**src/rtl/dcache_pkg.sv**
```systemverilog
// ============================================================================
// dcache_pkg : geometry constants, FSM state type and line-address helper
// Revision   : 1.0
// ============================================================================
`timescale 1ns/1ps
`default_nettype none

package dcache_pkg;
  localparam int ADDR_W     = 32;
  localparam int WORD_W     = 32;
  localparam int TAG_W      = 23;
  localparam int INDEX_W    = 4;
  localparam int OFFSET_W   = 5;
  localparam int LINE_W     = 256;
  localparam int WORD_SEL_W = 3;
  localparam int WORDS      = LINE_W / WORD_W;
  localparam int CTAG_W     = 25;
  localparam int VALID_BIT  = 24;
  localparam int DIRTY_BIT  = 23;

  typedef enum logic [2:0] {
    S_IDLE       = 3'd0,
    S_MISS       = 3'd1,
    S_WRITEBACK  = 3'd2,
    S_READMISS   = 3'd3,
    S_READMISSOK = 3'd4
  } state_e;

  function automatic logic [ADDR_W-1:0] line_addr(input logic [TAG_W-1:0]   tag,
                                                  input logic [INDEX_W-1:0] idx);
    return {tag, idx, {OFFSET_W{1'b0}}};
  endfunction
endpackage

`default_nettype wire

```
**src/rtl/dcache_controller_if.sv**
```systemverilog
// ============================================================================
// dcache_controller_if : CPU, memory and tag/data SRAM signals of the cache
// Revision             : 1.0
// ============================================================================
`timescale 1ns/1ps
`default_nettype none

interface dcache_controller_if;
  import dcache_pkg::*;

  logic [ADDR_W-1:0] cpu_addr_i;
  logic [WORD_W-1:0] cpu_data_i;
  logic              cpu_MemRead_i;
  logic              cpu_MemWrite_i;
  logic [WORD_W-1:0] cpu_data_o;
  logic              cpu_stall_o;

  logic [ADDR_W-1:0] mem_addr_o;
  logic [LINE_W-1:0] mem_data_o;
  logic              mem_enable_o;
  logic              mem_write_o;
  logic [LINE_W-1:0] mem_data_i;
  logic              mem_ack_i;

  logic [INDEX_W-1:0] cache_addr_o;
  logic [CTAG_W-1:0]  cache_tag_o;
  logic [LINE_W-1:0]  cache_data_o;
  logic               cache_enable_o;
  logic               cache_write_o;
  logic [CTAG_W-1:0]  cache_tag_i;
  logic [LINE_W-1:0]  cache_data_i;
  logic               cache_hit_i;

  modport slave (
    input  cpu_addr_i, cpu_data_i, cpu_MemRead_i, cpu_MemWrite_i,
    output cpu_data_o, cpu_stall_o,
    output mem_addr_o, mem_data_o, mem_enable_o, mem_write_o,
    input  mem_data_i, mem_ack_i,
    output cache_addr_o, cache_tag_o, cache_data_o, cache_enable_o, cache_write_o,
    input  cache_tag_i, cache_data_i, cache_hit_i
  );

  modport master (
    output cpu_addr_i, cpu_data_i, cpu_MemRead_i, cpu_MemWrite_i,
    input  cpu_data_o, cpu_stall_o,
    input  mem_addr_o, mem_data_o, mem_enable_o, mem_write_o,
    output mem_data_i, mem_ack_i,
    input  cache_addr_o, cache_tag_o, cache_data_o, cache_enable_o, cache_write_o,
    output cache_tag_i, cache_data_i, cache_hit_i
  );
endinterface

`default_nettype wire

```
**src/rtl/dcache_word_merge.sv**
```systemverilog
// ============================================================================
// dcache_word_merge : selects one 32-bit word of a line and builds the line
//                     with that word replaced by store data
// Revision          : 1.0
// ============================================================================
`timescale 1ns/1ps
`default_nettype none

module dcache_word_merge
  import dcache_pkg::*;
(
  input  logic [LINE_W-1:0]     line_i,
  input  logic [WORD_SEL_W-1:0] word_sel_i,
  input  logic [WORD_W-1:0]     wdata_i,
  output logic [WORD_W-1:0]     rdata_o,
  output logic [LINE_W-1:0]     line_o
);
  logic [WORD_W-1:0] words [WORDS];

  for (genvar g = 0; g < WORDS; g++) begin : g_word
    assign words[g] = line_i[g*WORD_W +: WORD_W];
    assign line_o[g*WORD_W +: WORD_W] =
      (word_sel_i == WORD_SEL_W'(g)) ? wdata_i : words[g];
  end

  assign rdata_o = words[word_sel_i];
endmodule

`default_nettype wire

```
**src/rtl/dcache_controller.sv**
```systemverilog
// ============================================================================
// dcache_controller : 2-way, 16-set write-back / write-allocate data cache
//                     controller with single-line memory transactions
// Revision          : 1.0
// ============================================================================
`timescale 1ns/1ps
`default_nettype none

module dcache_controller
  import dcache_pkg::*;
(
  input  logic               clk_i,
  input  logic               rst_i,
  dcache_controller_if.slave bus
);
  logic [TAG_W-1:0]      req_tag;
  logic [INDEX_W-1:0]    req_index;
  logic [WORD_SEL_W-1:0] req_word;
  logic                  req;
  logic                  victim_dirty;
  logic [WORD_W-1:0]     load_word;
  logic [LINE_W-1:0]     merged_line;

  state_e            state_q, state_d;
  logic              mem_enable_q, mem_enable_d;
  logic              mem_write_q, mem_write_d;
  logic [ADDR_W-1:0] mem_addr_q, mem_addr_d;
  logic [LINE_W-1:0] mem_data_q, mem_data_d;

  assign req_tag      = bus.cpu_addr_i[ADDR_W-1 -: TAG_W];
  assign req_index    = bus.cpu_addr_i[OFFSET_W +: INDEX_W];
  assign req_word     = bus.cpu_addr_i[2 +: WORD_SEL_W];
  assign req          = bus.cpu_MemRead_i | bus.cpu_MemWrite_i;
  assign victim_dirty = bus.cache_tag_i[VALID_BIT] & bus.cache_tag_i[DIRTY_BIT];

  dcache_word_merge u_word_merge (
    .line_i     (bus.cache_data_i),
    .word_sel_i (req_word),
    .wdata_i    (bus.cpu_data_i),
    .rdata_o    (load_word),
    .line_o     (merged_line)
  );

  assign bus.cache_addr_o = req_index;
  assign bus.mem_enable_o = mem_enable_q;
  assign bus.mem_write_o  = mem_write_q;
  assign bus.mem_addr_o   = mem_addr_q;
  assign bus.mem_data_o   = mem_data_q;

  // Hits are served in IDLE with no stall; a store (even with MemRead set) wins.
  always_comb begin
    bus.cpu_stall_o    = (state_q != S_IDLE) | (req & ~bus.cache_hit_i);
    bus.cpu_data_o     = '0;
    bus.cache_enable_o = 1'b0;
    bus.cache_write_o  = 1'b0;
    bus.cache_tag_o    = '0;
    bus.cache_data_o   = '0;
    if (state_q == S_IDLE && bus.cache_hit_i) begin
      if (bus.cpu_MemWrite_i) begin
        bus.cache_enable_o = 1'b1;
        bus.cache_write_o  = 1'b1;
        bus.cache_tag_o    = {1'b1, 1'b1, req_tag};
        bus.cache_data_o   = merged_line;
      end else if (bus.cpu_MemRead_i) begin
        bus.cpu_data_o = load_word;
      end
    end else if (state_q == S_READMISS && bus.mem_ack_i) begin
      bus.cache_enable_o = 1'b1;
      bus.cache_write_o  = 1'b1;
      bus.cache_tag_o    = {1'b1, 1'b0, req_tag};
      bus.cache_data_o   = bus.mem_data_i;
    end
  end

  always_comb begin
    state_d      = state_q;
    mem_enable_d = mem_enable_q;
    mem_write_d  = mem_write_q;
    mem_addr_d   = mem_addr_q;
    mem_data_d   = mem_data_q;
    case (state_q)
      S_IDLE: begin
        if (req && !bus.cache_hit_i) state_d = S_MISS;
      end
      S_MISS: begin
        mem_enable_d = 1'b1;
        if (victim_dirty) begin
          state_d     = S_WRITEBACK;
          mem_write_d = 1'b1;
          mem_addr_d  = line_addr(bus.cache_tag_i[TAG_W-1:0], req_index);
          mem_data_d  = bus.cache_data_i;
        end else begin
          state_d     = S_READMISS;
          mem_write_d = 1'b0;
          mem_addr_d  = line_addr(req_tag, req_index);
          mem_data_d  = '0;
        end
      end
      S_WRITEBACK: begin
        if (bus.mem_ack_i) begin
          state_d      = S_READMISS;
          mem_enable_d = 1'b1;
          mem_write_d  = 1'b0;
          mem_addr_d   = line_addr(req_tag, req_index);
          mem_data_d   = '0;
        end
      end
      S_READMISS: begin
        if (bus.mem_ack_i) begin
          state_d      = S_READMISSOK;
          mem_enable_d = 1'b0;
        end
      end
      S_READMISSOK: state_d = S_IDLE;
      default:      state_d = S_IDLE;
    endcase
  end

  always_ff @(posedge clk_i or negedge rst_i) begin
    if (!rst_i) begin
      state_q      <= S_IDLE;
      mem_enable_q <= 1'b0;
      mem_write_q  <= 1'b0;
      mem_addr_q   <= '0;
      mem_data_q   <= '0;
    end else begin
      state_q      <= state_d;
      mem_enable_q <= mem_enable_d;
      mem_write_q  <= mem_write_d;
      mem_addr_q   <= mem_addr_d;
      mem_data_q   <= mem_data_d;
    end
  end
endmodule

`default_nettype wire

```
**src/flat_wrapper.sv**
```systemverilog
// flat-port wrapper written by rule: the top's interface ports become plain ports
module dcache_controller_flat import dcache_pkg::*;
  (clk_i, rst_i, bus_cpu_addr_i, bus_cpu_data_i, bus_cpu_MemRead_i, bus_cpu_MemWrite_i, bus_cpu_data_o, bus_cpu_stall_o, bus_mem_addr_o, bus_mem_data_o, bus_mem_enable_o, bus_mem_write_o, bus_mem_data_i, bus_mem_ack_i, bus_cache_addr_o, bus_cache_tag_o, bus_cache_data_o, bus_cache_enable_o, bus_cache_write_o, bus_cache_tag_i, bus_cache_data_i, bus_cache_hit_i);
  dcache_controller_if bus_i ();
  input  logic clk_i;
  input  logic rst_i;
  input wire logic [$bits(bus_i.cpu_addr_i)-1:0] bus_cpu_addr_i;
  input wire logic [$bits(bus_i.cpu_data_i)-1:0] bus_cpu_data_i;
  input wire logic [$bits(bus_i.cpu_MemRead_i)-1:0] bus_cpu_MemRead_i;
  input wire logic [$bits(bus_i.cpu_MemWrite_i)-1:0] bus_cpu_MemWrite_i;
  output wire logic [$bits(bus_i.cpu_data_o)-1:0] bus_cpu_data_o;
  output wire logic [$bits(bus_i.cpu_stall_o)-1:0] bus_cpu_stall_o;
  output wire logic [$bits(bus_i.mem_addr_o)-1:0] bus_mem_addr_o;
  output wire logic [$bits(bus_i.mem_data_o)-1:0] bus_mem_data_o;
  output wire logic [$bits(bus_i.mem_enable_o)-1:0] bus_mem_enable_o;
  output wire logic [$bits(bus_i.mem_write_o)-1:0] bus_mem_write_o;
  input wire logic [$bits(bus_i.mem_data_i)-1:0] bus_mem_data_i;
  input wire logic [$bits(bus_i.mem_ack_i)-1:0] bus_mem_ack_i;
  output wire logic [$bits(bus_i.cache_addr_o)-1:0] bus_cache_addr_o;
  output wire logic [$bits(bus_i.cache_tag_o)-1:0] bus_cache_tag_o;
  output wire logic [$bits(bus_i.cache_data_o)-1:0] bus_cache_data_o;
  output wire logic [$bits(bus_i.cache_enable_o)-1:0] bus_cache_enable_o;
  output wire logic [$bits(bus_i.cache_write_o)-1:0] bus_cache_write_o;
  input wire logic [$bits(bus_i.cache_tag_i)-1:0] bus_cache_tag_i;
  input wire logic [$bits(bus_i.cache_data_i)-1:0] bus_cache_data_i;
  input wire logic [$bits(bus_i.cache_hit_i)-1:0] bus_cache_hit_i;
  assign bus_i.cpu_addr_i = bus_cpu_addr_i;
  assign bus_i.cpu_data_i = bus_cpu_data_i;
  assign bus_i.cpu_MemRead_i = bus_cpu_MemRead_i;
  assign bus_i.cpu_MemWrite_i = bus_cpu_MemWrite_i;
  assign bus_cpu_data_o = bus_i.cpu_data_o;
  assign bus_cpu_stall_o = bus_i.cpu_stall_o;
  assign bus_mem_addr_o = bus_i.mem_addr_o;
  assign bus_mem_data_o = bus_i.mem_data_o;
  assign bus_mem_enable_o = bus_i.mem_enable_o;
  assign bus_mem_write_o = bus_i.mem_write_o;
  assign bus_i.mem_data_i = bus_mem_data_i;
  assign bus_i.mem_ack_i = bus_mem_ack_i;
  assign bus_cache_addr_o = bus_i.cache_addr_o;
  assign bus_cache_tag_o = bus_i.cache_tag_o;
  assign bus_cache_data_o = bus_i.cache_data_o;
  assign bus_cache_enable_o = bus_i.cache_enable_o;
  assign bus_cache_write_o = bus_i.cache_write_o;
  assign bus_i.cache_tag_i = bus_cache_tag_i;
  assign bus_i.cache_data_i = bus_cache_data_i;
  assign bus_i.cache_hit_i = bus_cache_hit_i;
  dcache_controller u_core (.clk_i(clk_i), .rst_i(rst_i), .bus(bus_i));
endmodule
```
**config.mk**
```make
export PLATFORM = sky130hd
export DESIGN_NAME = dcache_controller_flat
export DESIGN_NICKNAME = d
export VERILOG_FILES = /design/src/rtl/dcache_pkg.sv /design/src/rtl/dcache_controller_if.sv /design/src/rtl/dcache_word_merge.sv /design/src/rtl/dcache_controller.sv /design/src/flat_wrapper.sv
export SDC_FILE = /design/constraint.sdc
export NUM_CORES = 1
export LEC_CHECK = 0
export CAP_MARGIN = 10
export CELL_PAD_IN_SITES_DETAIL_PLACEMENT = 1
export CELL_PAD_IN_SITES_GLOBAL_PLACEMENT = 2
export CORE_AREA = 2 2 478 480
export DETAILED_ROUTE_END_ITERATION = 16
export DIE_AREA = 0 0 480 482
export PLACE_DENSITY = 0.44
export SLEW_MARGIN = 40
export SYNTH_ARGS = -nofsm -noshare
export SYNTH_HDL_FRONTEND = slang
export SYNTH_SLANG_ARGS = --single-unit
```
**constraint.sdc**
```tcl
create_clock -name clk_i -period 4.5 [get_ports clk_i]
set_input_delay 0.45 -clock clk_i [delete_from_list [all_inputs] [get_ports clk_i]]
set_output_delay 0.45 -clock clk_i [all_outputs]
set_load 0.02 [all_outputs]
```
==> key figures <==
Power
  • Pint: 10.4 mW
  • Combinational power share: 55.8%
  • Leak Pwr: 14.4 nW
  • Power density over the cells: 523 mW/mm^2
  • Max IR drop VDD: 0.272 mV
  • Switching portion of total power: 45.1%
  • Sequential Power Share: 21.8%
  • Sw power: 8.53 mW
  • Clk pwr share: 22.4%

STA
  • FMAX: 233 MHz
  • # setup viols final: 0
  • RSZ-0062 raised after global routing: false
  • Setup_tns: 0 ps
  • Clk_skew: 23.7 ps
  • Final hold vios: 0
  • Fin. max-slew vios: 0
  • Slew Limit Headroom: 38.0%
  • Final period util: 95.3%
  • Tightest Pin Transition: 928 ps
  • Final Critical Period: 4290 ps

Critical path
  • Critical path arrival: 3840 ps
  • CP max FO: 11
  • Req. time, crit path: 4050 ps
  • Worst setup path class: flop to primary output
  • Worst setup EP type: primary output
  • Startpoint Class: flop

Finish
  • Final Core Density: 16.0%
  • Area Growth Syn to Fin: 96.5%
  • Post-route insts no fill: 6111
  • Nets: 3656
  • Share of cells above drive strength 1: 8.97%

Drt
  • Final wirelength: 207000 um
  • Via density: 3.51
  • WL per Instance: 33.9 um
  • Detailed router's first-iteration violation count: 1073
  • DRT Pass-1 Iters: 5
  • ANT nets after route: 0
  • DR DRC count: 0
  • Vias: 21479

CTS
  • H-tree depth: 2
  • Clock sinks: 288
  • Root Buffer: clkbuf_16
  • CTS buffer count: 47
  • CTS tree: yes
  • Clk buf depth: 3
  • Clk Latency, worst-skew pair: 660 ps
  • Worst-path clk slew: 60 ps

Floorplan
  • Core Area: 0.226 mm^2
  • I/O pins: 1217
  • Starting Density: 8.12%
  • Die width: 480 um
  • Die area: 0.231 mm^2
  • Die H: 482 um
  • Site Rows: 175

Global routing
  • First-pass GRT wire length: 259000 um
  • Grt ovf: 0
  • Largest net degree at the start of global routing: 114
  • GRT Util Overall: 17.1%
  • Vias in the first global route: 22784
  • Initial antenna violation count: 84

Placed design
  • Final GP Congestion: 0.825
  • PortBufs: 1209
  • Placed Instances: 6004
  • Dpl hpwl: 171000 um

Synthesis
  • Synth Register Bits: 288
  • Library cells used by synthesis: 32
  • Avg Inst Size Synth: 9.65 um^2
  • Mapped Area: 0.0184 mm^2
  • Sequential cell area fraction in the yosys report: 39.2%
  • Post-Syn Instances: 1906
  • Yosys warnings: 0

Status
  • Status: finished, final reports clean

Job
  • Max Cap Violations: 0

Min path
  • HP Class: input port to async pin
-- placed cells by master (no fill, tap or decap), drive strengths merged --
| cell | instances |
|---|---|
| clkdlybuf4s50 | 1150 |
| mux2i | 408 |
| nand2 | 316 |
| dfrtp | 288 |
| o21ai | 281 |
| a22o | 256 |
| buf | 168 |
| clkbuf | 65 |
| a22oi | 32 |
| a221oi | 32 |
| and2 | 25 |
| diode | 14 |
| clkinv | 11 |
| bufinv | 8 |
| inv | 7 |
| conb | 5 |
| nor2 | 5 |
| a21oi | 5 |
| nor2b | 4 |
| mux2 | 4 |
| nand3 | 4 |
| nor3 | 3 |
| nand2b | 3 |
| and4b | 2 |
| a21o | 2 |
| nand3b | 1 |
| nor3b | 1 |
| o22ai | 1 |
| dlygate4sd3 | 1 |
-- sequential cells by signal, summed over array words and instances, names as in the netlist --
signal and cells:
u_core.bus.mem_data_o 256, u_core.bus.mem_addr_o 27, u_core.state_q 3, u_core.bus.mem_enable_o 1, u_core.bus.mem_write_o 1
-- critical path, stage by stage (launching register included) --
cell	delay, ps
dfrtp_1	550
nor3_4	610
and4b_4	370
buf_12	150
buf_12	150
nand2_1	140
a221oi_2	420
clkdlybuf4s50_1	750
-- per-layer routing --
| layer | up-vias | share of wire [%] | GRT usage [%] | routed length, um |
|---|---|---|---|---|
| li1 | 9325 | - | - | - |
| met1 | 10903 | 43 | 21.9 | 90000 |
| met2 | 1038 | 46 | 27.9 | 95000 |
| met3 | 171 | 9.1 | 6.27 | 18800 |
| met4 | 42 | 1.5 | 2.66 | 3110 |
| met5 | - | 0.13 | 0 | 274 |
-- worst paths after layout --
path                                           start                         end  slack [ps]  depth (start not counted)
hold reg to reg            u_core.bus.mem_addr_o[23]   u_core.bus.mem_addr_o[23]         480                          2
min in group clk_i                bus_cache_tag_i[8]   u_core.bus.mem_addr_o[17]         460                          3
setup reg to reg                   u_core.state_q[1]  u_core.bus.mem_data_o[231]        2090                          4
hold / removal                                 rst_i  u_core.bus.mem_data_o[173]         390                          2
setup / recovery                   u_core.state_q[1]           bus_cpu_data_o[0]         210                          7
max in group asynchronous                      rst_i   u_core.bus.mem_addr_o[30]        3070                          3
-- timing repair --
action / CTS / global route
resized for setup: 1 / 0
endpoints found under the setup margin: 1 / 0
buffers inserted: 3 / 0
hold buffers: 1 / 0
endpoints found under the hold margin: 55 / 0
-- metrics by stage --
stage	cell area (um^2)	worst slack [ps]	hold slack (ps)	power [mW]
after floorplan	18400	2240	154	8.60
after CTS	36100	85.0	361	19.4
final	36100	212	389	18.9
after global placement	34300	161	465	14.9
after detailed placement	34300	352	471	14.9
after global routing	36100	39.2	391	20.0
-- synth_stat cells --
library cell / instances / share of area (%)
a22o_1: 256 / 12
buf_6: 28 / 1.7
nor2b_1: 4 / 0.14
a22oi_1: 32 / 1.3
nand3_1: 4 / 0.11
dfrtp_1: 288 / 39
clkbuf_1: 89 / 1.8
o21ai_1: 49 / 1.3
nand3b_1: 1 / 0.041
a221oi_1: 30 / 1.4
o21ai_0: 232 / 6.3
o22ai_1: 1 / 0.034
nand2b_4: 1 / 0.075
nor3b_1: 1 / 0.041
and4b_1: 1 / 0.054
nor3_2: 3 / 0.16
mux2_2: 4 / 0.24
nor2_2: 1 / 0.034
mux2i_1: 408 / 22
a221oi_2: 2 / 0.16
a21o_1: 2 / 0.082
buf_4: 40 / 1.6
nor2_1: 4 / 0.082
nand2b_1: 2 / 0.068
nand2_1: 316 / 6.5
conb_1: 1 / 0.020
buf_2: 71 / 1.9
buf_1: 2 / 0.041
a21oi_2: 1 / 0.048
inv_1: 3 / 0.061
and2_1: 25 / 0.85
a21oi_1: 4 / 0.11
-- power groups by stage --
stage / Sequential (mW) / Combinational [mW] / Clock, mW
after floorplan: 5.16 / 3.45 / 0
after global placement: 4.12 / 10.8 / 0
after detailed placement: 4.15 / 10.8 / 0
after CTS: 4.13 / 10.9 / 4.46
final: 4.12 / 10.5 / 4.23
after global routing: 4.25 / 11.2 / 4.50
-- kinds of logic (layout without fill, tap and decap cells) --
kind of cell	Yosys count	count (layout)	synth area share [%]
AOI/OAI and AO/OA	609	609	23.0
other	1	19	0.0204
DFF	288	288	39.2
and+or+nand+nor	363	364	8.11
buffers and inverters	233	1410	7.20
muxes	412	412	22.5
-- final cells by class --
cell class              count  area, um^2
repair buffers           1319       13400
clock inverters            23         345
multi-input cells        1390       10000
flip-flops and latches    288        7210
well taps                3009        3760
clock buffers              65        1370
diodes                     14        35.0
inverters                   3        11.3
fillers                 26324      190000
(Power assumes the default switching activity.)
